--- config.mk ---
export PLATFORM = sky130hd
export DESIGN_NAME = axba_line_compressor
export DESIGN_NICKNAME = d
export VERILOG_FILES = /design/src/rtl/axba_pkg.sv /design/src/rtl/axba_word_classifier.sv /design/src/rtl/axba_line_compressor.sv
export SDC_FILE = /design/constraint.sdc
export NUM_CORES = 1
export LEC_CHECK = 0
export BUFFER_PORTS_ARGS = -buffer_cell sky130_fd_sc_hd__clkbuf_2
export CAP_MARGIN = 20
export CELL_PAD_IN_SITES_DETAIL_PLACEMENT = 1
export CELL_PAD_IN_SITES_GLOBAL_PLACEMENT = 1
export CORE_AREA = 2 2 282 284
export DETAILED_ROUTE_END_ITERATION = 10
export DIE_AREA = 0 0 284 286
export HOLD_SLACK_MARGIN = 0.03
export PLACE_DENSITY = 0.63
export SLEW_MARGIN = 0
export SYNTH_ARGS = -nofsm -noshare
export SYNTH_HDL_FRONTEND = slang
export SYNTH_SLANG_ARGS = --single-unit
--- constraint.sdc ---
create_clock -name clk -period 18.55 [get_ports clk]
set_input_delay 0 -clock clk [delete_from_list [all_inputs] [get_ports clk]]
set_output_delay 0 -clock clk [all_outputs]
set_load 0.02 [all_outputs]
--- src/rtl/axba_pkg.sv ---
// axba_pkg: shared FSM state type, payload-size and saturating-counter helpers for the AxBA compressor
package axba_pkg;
    typedef enum logic [1:0] {IDLE, SCAN, EMIT} state_t;
    function automatic int axba_size(input logic compressed, input int word_w, input int num_words, input int delta_w);
        return compressed ? word_w + num_words + num_words * delta_w : num_words * word_w;
    endfunction
    function automatic logic [31:0] sat_inc(input logic [31:0] v);
        return &v ? v : v + 32'd1;
    endfunction
endpackage

--- src/rtl/axba_word_classifier.sv ---
// axba_word_classifier: decides whether a word is approximable by the base or fits a narrow signed delta
module axba_word_classifier #(
    parameter int WORD_W  = 32,
    parameter int DELTA_W = 8
) (
    input  logic [WORD_W-1:0]  base_i,
    input  logic [WORD_W-1:0]  word_i,
    input  logic [WORD_W-1:0]  margin_i,
    output logic               approx_o,
    output logic               fits_o,
    output logic [DELTA_W-1:0] delta_o
);
    logic [WORD_W-1:0] diff, mag;
    assign diff     = word_i - base_i;
    // negating the most-negative value leaves 2^(WORD_W-1), the correct unsigned magnitude
    assign mag      = diff[WORD_W-1] ? -diff : diff;
    assign approx_o = mag <= margin_i;
    assign fits_o   = &diff[WORD_W-1:DELTA_W-1] | ~|diff[WORD_W-1:DELTA_W-1];
    assign delta_o  = diff[DELTA_W-1:0];
endmodule

--- src/rtl/axba_line_compressor.sv ---
// axba_line_compressor: handshaked base+delta line compressor scanning one word per cycle
module axba_line_compressor
    import axba_pkg::*;
#(
    parameter int WORD_W    = 32,
    parameter int NUM_WORDS = 8,
    parameter int DELTA_W   = 8,
    localparam int SW       = $clog2(NUM_WORDS * WORD_W + 1)
) (
    input  logic                           clk,
    input  logic                           reset,
    input  logic                           in_valid,
    output logic                           in_ready,
    input  logic [NUM_WORDS*WORD_W-1:0]    in_data,
    input  logic [WORD_W-1:0]              error_margin,
    output logic                           out_valid,
    input  logic                           out_ready,
    output logic                           out_compressed,
    output logic [WORD_W-1:0]              out_base,
    output logic [NUM_WORDS*DELTA_W-1:0]   out_deltas,
    output logic [NUM_WORDS-1:0]           out_approx_mask,
    output logic [NUM_WORDS*WORD_W-1:0]    out_raw,
    output logic [SW-1:0]                  out_size,
    output logic [31:0]                    stat_lines,
    output logic [31:0]                    stat_compressed
);
    localparam int IW = $clog2(NUM_WORDS);
    localparam logic [IW-1:0] LAST = IW'(NUM_WORDS - 1);
    localparam logic [SW-1:0] SIZE_COMP = SW'(axba_size(1'b1, WORD_W, NUM_WORDS, DELTA_W));
    localparam logic [SW-1:0] SIZE_RAW  = SW'(axba_size(1'b0, WORD_W, NUM_WORDS, DELTA_W));

    state_t state_q, state_d;
    logic [IW-1:0] idx_q, idx_d;
    logic [NUM_WORDS*WORD_W-1:0] line_q, line_d;
    logic [WORD_W-1:0] margin_q, margin_d;
    logic [NUM_WORDS-1:0] mask_q, mask_d;
    logic [NUM_WORDS*DELTA_W-1:0] deltas_q, deltas_d;
    logic comp_q, comp_d;
    logic [SW-1:0] size_q, size_d;
    logic [31:0] lines_q, lines_d, ncomp_q, ncomp_d;
    logic approx, fits;
    logic [DELTA_W-1:0] delta;

    axba_word_classifier #(.WORD_W(WORD_W), .DELTA_W(DELTA_W)) u_cls (
        .base_i   (line_q[WORD_W-1:0]),
        .word_i   (line_q[idx_q*WORD_W +: WORD_W]),
        .margin_i (margin_q),
        .approx_o (approx),
        .fits_o   (fits),
        .delta_o  (delta)
    );

    always_comb begin
        state_d  = state_q;
        idx_d    = idx_q;
        line_d   = line_q;
        margin_d = margin_q;
        mask_d   = mask_q;
        deltas_d = deltas_q;
        comp_d   = comp_q;
        size_d   = size_q;
        lines_d  = lines_q;
        ncomp_d  = ncomp_q;
        case (state_q)
            IDLE: if (in_valid) begin
                state_d  = SCAN;
                idx_d    = '0;
                line_d   = in_data;
                margin_d = error_margin;
                mask_d   = '0;
                deltas_d = '0;
                comp_d   = 1'b0;
            end
            SCAN: if (!approx && !fits) begin
                state_d  = EMIT;
                mask_d   = '0;
                deltas_d = '0;
                comp_d   = 1'b0;
                size_d   = SIZE_RAW;
            end else begin
                mask_d[idx_q] = approx;
                deltas_d[idx_q*DELTA_W +: DELTA_W] = approx ? '0 : delta;
                idx_d   = idx_q + 1'b1;
                state_d = idx_q == LAST ? EMIT : SCAN;
                comp_d  = idx_q == LAST;
                size_d  = idx_q == LAST ? SIZE_COMP : size_q;
            end
            EMIT: if (out_ready) begin
                state_d = IDLE;
                lines_d = sat_inc(lines_q);
                ncomp_d = comp_q ? sat_inc(ncomp_q) : ncomp_q;
            end
            default: state_d = IDLE;
        endcase
    end

    always_ff @(posedge clk) begin
        if (reset) begin
            state_q  <= IDLE;
            idx_q    <= '0;
            line_q   <= '0;
            margin_q <= '0;
            mask_q   <= '0;
            deltas_q <= '0;
            comp_q   <= 1'b0;
            size_q   <= '0;
            lines_q  <= '0;
            ncomp_q  <= '0;
        end else begin
            state_q  <= state_d;
            idx_q    <= idx_d;
            line_q   <= line_d;
            margin_q <= margin_d;
            mask_q   <= mask_d;
            deltas_q <= deltas_d;
            comp_q   <= comp_d;
            size_q   <= size_d;
            lines_q  <= lines_d;
            ncomp_q  <= ncomp_d;
        end
    end

    assign in_ready        = state_q == IDLE && !reset;
    assign out_valid       = state_q == EMIT;
    assign out_compressed  = comp_q;
    assign out_base        = line_q[WORD_W-1:0];
    assign out_deltas      = deltas_q;
    assign out_approx_mask = mask_q;
    assign out_raw         = line_q;
    assign out_size        = size_q;
    assign stat_lines      = lines_q;
    assign stat_compressed = ncomp_q;
endmodule
# Yosys cells after proc, flatten, opt, wreduce, memory -nomap -nowiden
# Index checks and enable logic that the tools add are counted.
# word_totals
elab_cells,77
regBits,439
# op_classes
eq_ne,6
magnitude_cmp,3
n_reduce_logical,21
n_shift,3
addsub,6
bitwise,3
n_mux,25
# op_table
cell,count
$shiftx A256 B9 Y32,1
$mux W64,2
$pmux W64 S2,1
$add A32 B1 Y32 const B,2
$bwmux W64,1
$reduce_and A32 Y1,2
$shift A8 B34 Y64 const A,1
$shiftx A8 B34 Y64,1
$neg A6 Y34,1
$le A32 B32 Y1,1
$mux W32,1
$neg A32 Y32,1
$sub A32 B32 Y32,1
$reduce_and A25 Y1,1
$reduce_or A25 Y1,1
$mux W8,3
$mux W9,2
$pmux W8 S2,1
$bwmux W8,1
$mux W2,4
$reduce_and A2 Y1,4
$mux W3,2
$pmux W2 S3,1
$pmux W3 S2,1
other kinds (19),30

# Depth between registers and ports, before layout
# logic_depth
ltp_word,10
depth_mapped,34
depth_no_buf,28

# By module
# Synthesis repeated with hierarchy kept, for this count alone.
# hier_totals
cells_unflattened,2791
area_unflattened_um2,21762.1
# modules_own_cells
mod,instances,seq_area_each_um2,cells_each,area_per_inst_um2
axba_line_compressor,1,8648.3,2235,17997.3
axba_word_classifier,1,0.0,556,3764.9

# Least setup slack after synthesis
# No wires, ideal clock.
# synth_timing
path_type,reg2reg
startpoint,reg idx_q[0]
endpoint,reg deltas_q[57] (netlist: out_deltas[57])
period_less_slack_ns,7.570
path_buffers,4
setup_ns,0.077
t_arrival_ns,7.493
required_time_ns,18.473
stages_incl_launch_ff,29
slack_ns,10.980
path_cell_list,dfxtp_1 -> clkbuf_1 -> clkinv_1 -> nor3_1 -> clkbuf_1 -> a22oi_1 -> and3_1 -> ha_1 -> fa_1 -> nand2b_1 -> a21oi_2 -> o21a_1 -> o2111a_1 -> a211oi_1 -> or4_1 -> or4_1 -> o41ai_1 -> xnor2_1 -> ha_1 -> nand4_1 -> nor4_1 -> and2_1 -> a221oi_1 -> a21oi_1 -> clkbuf_1 -> nor3b_1 -> clkbuf_1 -> nand4b_1 -> o22ai_1
# synth_between
elab_chain_cells,10
word_cells_on_any_way,19
# synth_lines
element,line,source
"start, declared",axba_line_compressor.sv:33,"logic [IW-1:0] idx_q, idx_d;"
"start signal, assigned",axba_line_compressor.sv:111,idx_q <= idx_d;
$shiftx A256 B9 Y32,axba_line_compressor.sv:46,".word_i (line_q[idx_q*WORD_W +: WORD_W]),"
$sub A32 B32 Y32,axba_word_classifier.sv:14,assign diff = word_i - base_i;
$neg A32 Y32,axba_word_classifier.sv:16,assign mag = diff[WORD_W-1] ? -diff : diff;
$mux W32,axba_word_classifier.sv:16,
$le A32 B32 Y1,axba_word_classifier.sv:17,assign approx_o = mag <= margin_i;
$mux W8,axba_line_compressor.sv:82,deltas_d[idx_q*DELTA_W +: DELTA_W] = approx ? '0 : delta;
$shiftx A8 B34 Y64,axba_line_compressor.sv:82,
$bwmux W64,axba_line_compressor.sv:82,
$mux W64 (*),axba_line_compressor.sv:74,SCAN: if (!approx && !fits) begin
$pmux W64 S2 (*),axba_line_compressor.sv:64,case (state_q)
"end signal, assigned",axba_line_compressor.sv:115,deltas_q <= deltas_d;
"end, declared",axba_line_compressor.sv:37,"logic [NUM_WORDS*DELTA_W-1:0] deltas_q, deltas_d;"
# Every way passes the cells marked *; elsewhere a longest branch is shown, timed or not.
# A chain may end at the register's enable or synchronous reset.

# Worst setup path after layout
# layout_timing
startpoint,reg idx_q[0]
endpoint,reg deltas_q[24] (netlist: out_deltas[24])
# Same word-level chain as after synthesis.

==> flow_summary.json <==
{
  "cts_buffers": 52,
  "clk_pin_slew_ns": 0.06,
  "grt_overflow_total": 0,
  "cellPowerDensity_nw_per_um2": 152,
  "yosys.area_share.simple": 0.224,
  "critPathKind": "flip-flop to flip-flop",
  "fillers": 9649,
  "cts_num_sinks": 432,
  "grt_pass1_vias": 25200,
  "htree_levels": 2,
  "grt_pass1_wl_um": 172000,
  "slew_headroom": 0.273,
  "tightestPinTransition_ns": 1.09,
  "port_buffers": 722,
  "num_io_pins": 728,
  "die_h_um": 286,
  "worst-path-max-fanout": 31,
  "setup_ws_ns": 9.48,
  "yosysUniqueCellTypes": 88,
  "rows": 103,
  "dpl.hpwl_um": 89800,
  "clk_latency_ns": 0.62,
  "grt_max_degree": 107,
  "r2r_setup_slack_ns": 9.48,
  "start_util": 0.271,
  "yosys-top-cells-area": "dfxtp_1, nand2_1, a21oi_1",
  "skew_ns": 0.0294,
  "irDropWorstVdd_v": 0.0000978,
  "synthAdderAreaFrac": 0.0428,
  "synth_largest_area_cell": "dfxtp_1",
  "grt.total_usage": 0.282,
  "timing.final.crit_share": 0.489,
  "synthXorXnorAreaFrac": 0.0392,
  "netlist_top_cells_count": "nand2_1, dfxtp_1, a21oi_1",
  "cp.required_ns": 19.06,
  "postSynthAreaPerCell_sq_um": 7.75,
  "maxCapViolations": 0,
  "final_antenna_net_count": 0,
  "die_area_sq_um": 81200,
  "setup_violations": 0,
  "ys.flop_type": "dfxtp_1",
  "max_clock_freq_mhz": 110,
  "area.sequential_sq_um": 8650,
  "total_power_mw": 4.72,
  "synth_edf_count": 0,
  "ys_seq_elements": 432,
  "cts_resized": 0,
  "worstHoldPathType": "input port to flip-flop",
  "first_pass_iters": 7,
  "fin_tns_setup_ns": 0,
  "die_x_um": 284,
  "cts_tree": "yes",
  "root_buffer": "clkbuf_16",
  "synth_top_family_by_area": "simple AND/OR/NAND/NOR gates",
  "async_flop_share": 0,
  "rsz0062_at_grt": "no",
  "gp_congestion": 0.951,
  "synthToLayoutAreaGrowth_pct": 46.1,
  "multi_input_area_sq_um": 11300,
  "min_period_ns": 9.07,
  "startpoint_type": "flip-flop",
  "finalWirelength_um": 120000,
  "vias": 24700,
  "p_leak_nw": 13.2,
  "critPathArrivalTime_ns": 9.58,
  "synth_compound_area_frac": 0.218,
  "dp_slack_ns": 9.64,
  "finalHoldViolCount": 0,
  "avgViaCountPerCell": 5.15,
  "synth_seq_area_share": 0.407,
  "slew_violations": 0,
  "wl_per_cell_um": 25.0,
  "drt_iter0_markers": 1783,
  "antenna_found_initial": 10,
  "syn_area_sq_um": 21200,
  "core-area_sq_um": 78400,
  "syn-instance-count": 2739,
  "postCtsSetupBuffers": 0,
  "synth.mux.area_fraction": 0.00248,
  "final_nets": 4070,
  "drive_gt1_frac": 0.238,
  "yosysWarnings": 0,
  "yosysMostFrequentCell": "nand2_1",
  "endpoint_kind": "flip-flop",
  "synth_top_area_frac": 0.407,
  "status": "complete, no violations",
  "clockBufferDepth": 3,
  "drc_errors": 0,
  "final_core_util": 0.396
}
[cell families after synthesis]
kind of cell,Yosys count
AND/OR/NAND/NOR,1067
AO/OA/AOI/OAI,745
flip-flops,432
buffers and inverters,322
XOR/XNOR,95
adder cells (fa/ha/maj),72
multiplexers,5
other,1
[what timing repair did]
item                                   in CTS  in global routing
hold buffers                              366                  0
setup endpoints to repair                   0                  0
endpoints found under the hold margin     309                  0
[flip-flops by register name, indices dropped and copies added, names as in the netlist]
register         count
stat_compressed     32
out_deltas          64
margin_q            32
out_size             2
out_compressed       1
idx_q                3
out_raw            256
stat_lines          32
out_approx_mask      8
state_q              2
[per-stage QoR]
stage	area (sq um)	cells	hold slack (ns)
3_5_place_dp	25500	4335	0.230
3_3_place_gp	25500	4335	0.227
2_1_floorplan	21200	2743	0.136
6_report	31000	4804	0.150
4_1_cts	31000	4796	0.110
5_1_grt	31000	4802	0.154
[layer usage]
| layer | part of all wire | global-route usage | wire length [um] | up-vias |
|---|---|---|---|---|
| li1 | - | - | - | 11500 |
| met1 | 0.45 | 0.371 | 53700 | 12300 |
| met2 | 0.46 | 0.464 | 55400 | 839 |
| met3 | 0.062 | 0.0574 | 7450 | 172 |
| met4 | 0.029 | 0.0836 | 3540 | 6 |
| met5 | 0.00032 | 0 | 38 | - |
[final cells by class]
class                           instances  share of cell area
Inverter                              109              0.0132
Multi-Input combinational cell       1989               0.363
Clock inverter                         23              0.0102
Sequential cell                       432               0.279
Timing Repair Buffer                 1122               0.244
Clock buffer                           72              0.0479
Antenna cell                            7            0.000565
Tap cell                             1050              0.0424
[worst paths after layout]
check / endpoint / from / cells after the start
worst max-delay path: out_deltas[24] / idx_q[0] / 27
worst min-delay path: out_raw[192] / in_data[192] / 4
worst max register to register: out_deltas[24] / idx_q[0] / 27
worst min register to register: out_deltas[5] / out_deltas[5] / 1
[power by group]
| group | internal [mW] | leakage [nW] | total (mW) | switching (mW) |
|---|---|---|---|---|
| Combinational | 0.846 | 8.80 | 2.45 | 1.60 |
| Clock | 0.646 | 0.882 | 1.10 | 0.450 |
| Sequential | 1.03 | 3.52 | 1.18 | 0.148 |
[layout by cell type, fill, tap and decap left out, drive strengths merged, types with 35 or more instances in the layout]
| cell type | instances |
|---|---|
| clkbuf | 793 |
| nand2 | 665 |
| dfxtp | 432 |
| dlygate4sd3 | 366 |
| a21oi | 360 |
| a22oi | 129 |
| nor2 | 126 |
| inv | 113 |
| o21ai | 77 |
| nand4 | 74 |
| ha | 71 |
| xor2 | 50 |
| xnor2 | 45 |
| nand3 | 43 |
| o22ai | 39 |
| buf | 35 |
[critical path, stage by stage, from the launching register on]
cell and delay [ns]:
dfxtp_1 0.76, clkinv_1 0.46, nor3_2 0.25, buf_4 0.51
a22oi_1 0.17, and3_1 0.22, ha_1 0.21, fa_1 0.40
nand2b_1 0.19, a21oi_2 0.36, o21ai_1 0.20, a2111oi_0 0.67
o21ai_0 0.23, a221oi_2 0.38, or4b_4 0.53, nor2_1 0.12
a21oi_1 0.09, xor2_1 0.21, ha_1 0.34, nand4_1 0.12
nor4_1 0.45, and2_1 0.19, a221oi_1 0.07, a21oi_1 0.16
buf_4 0.25, nor3b_2 0.88, nand3_2 0.23, o31ai_1 0.28
No activity file was read; power rests on OpenSTA's default activity.
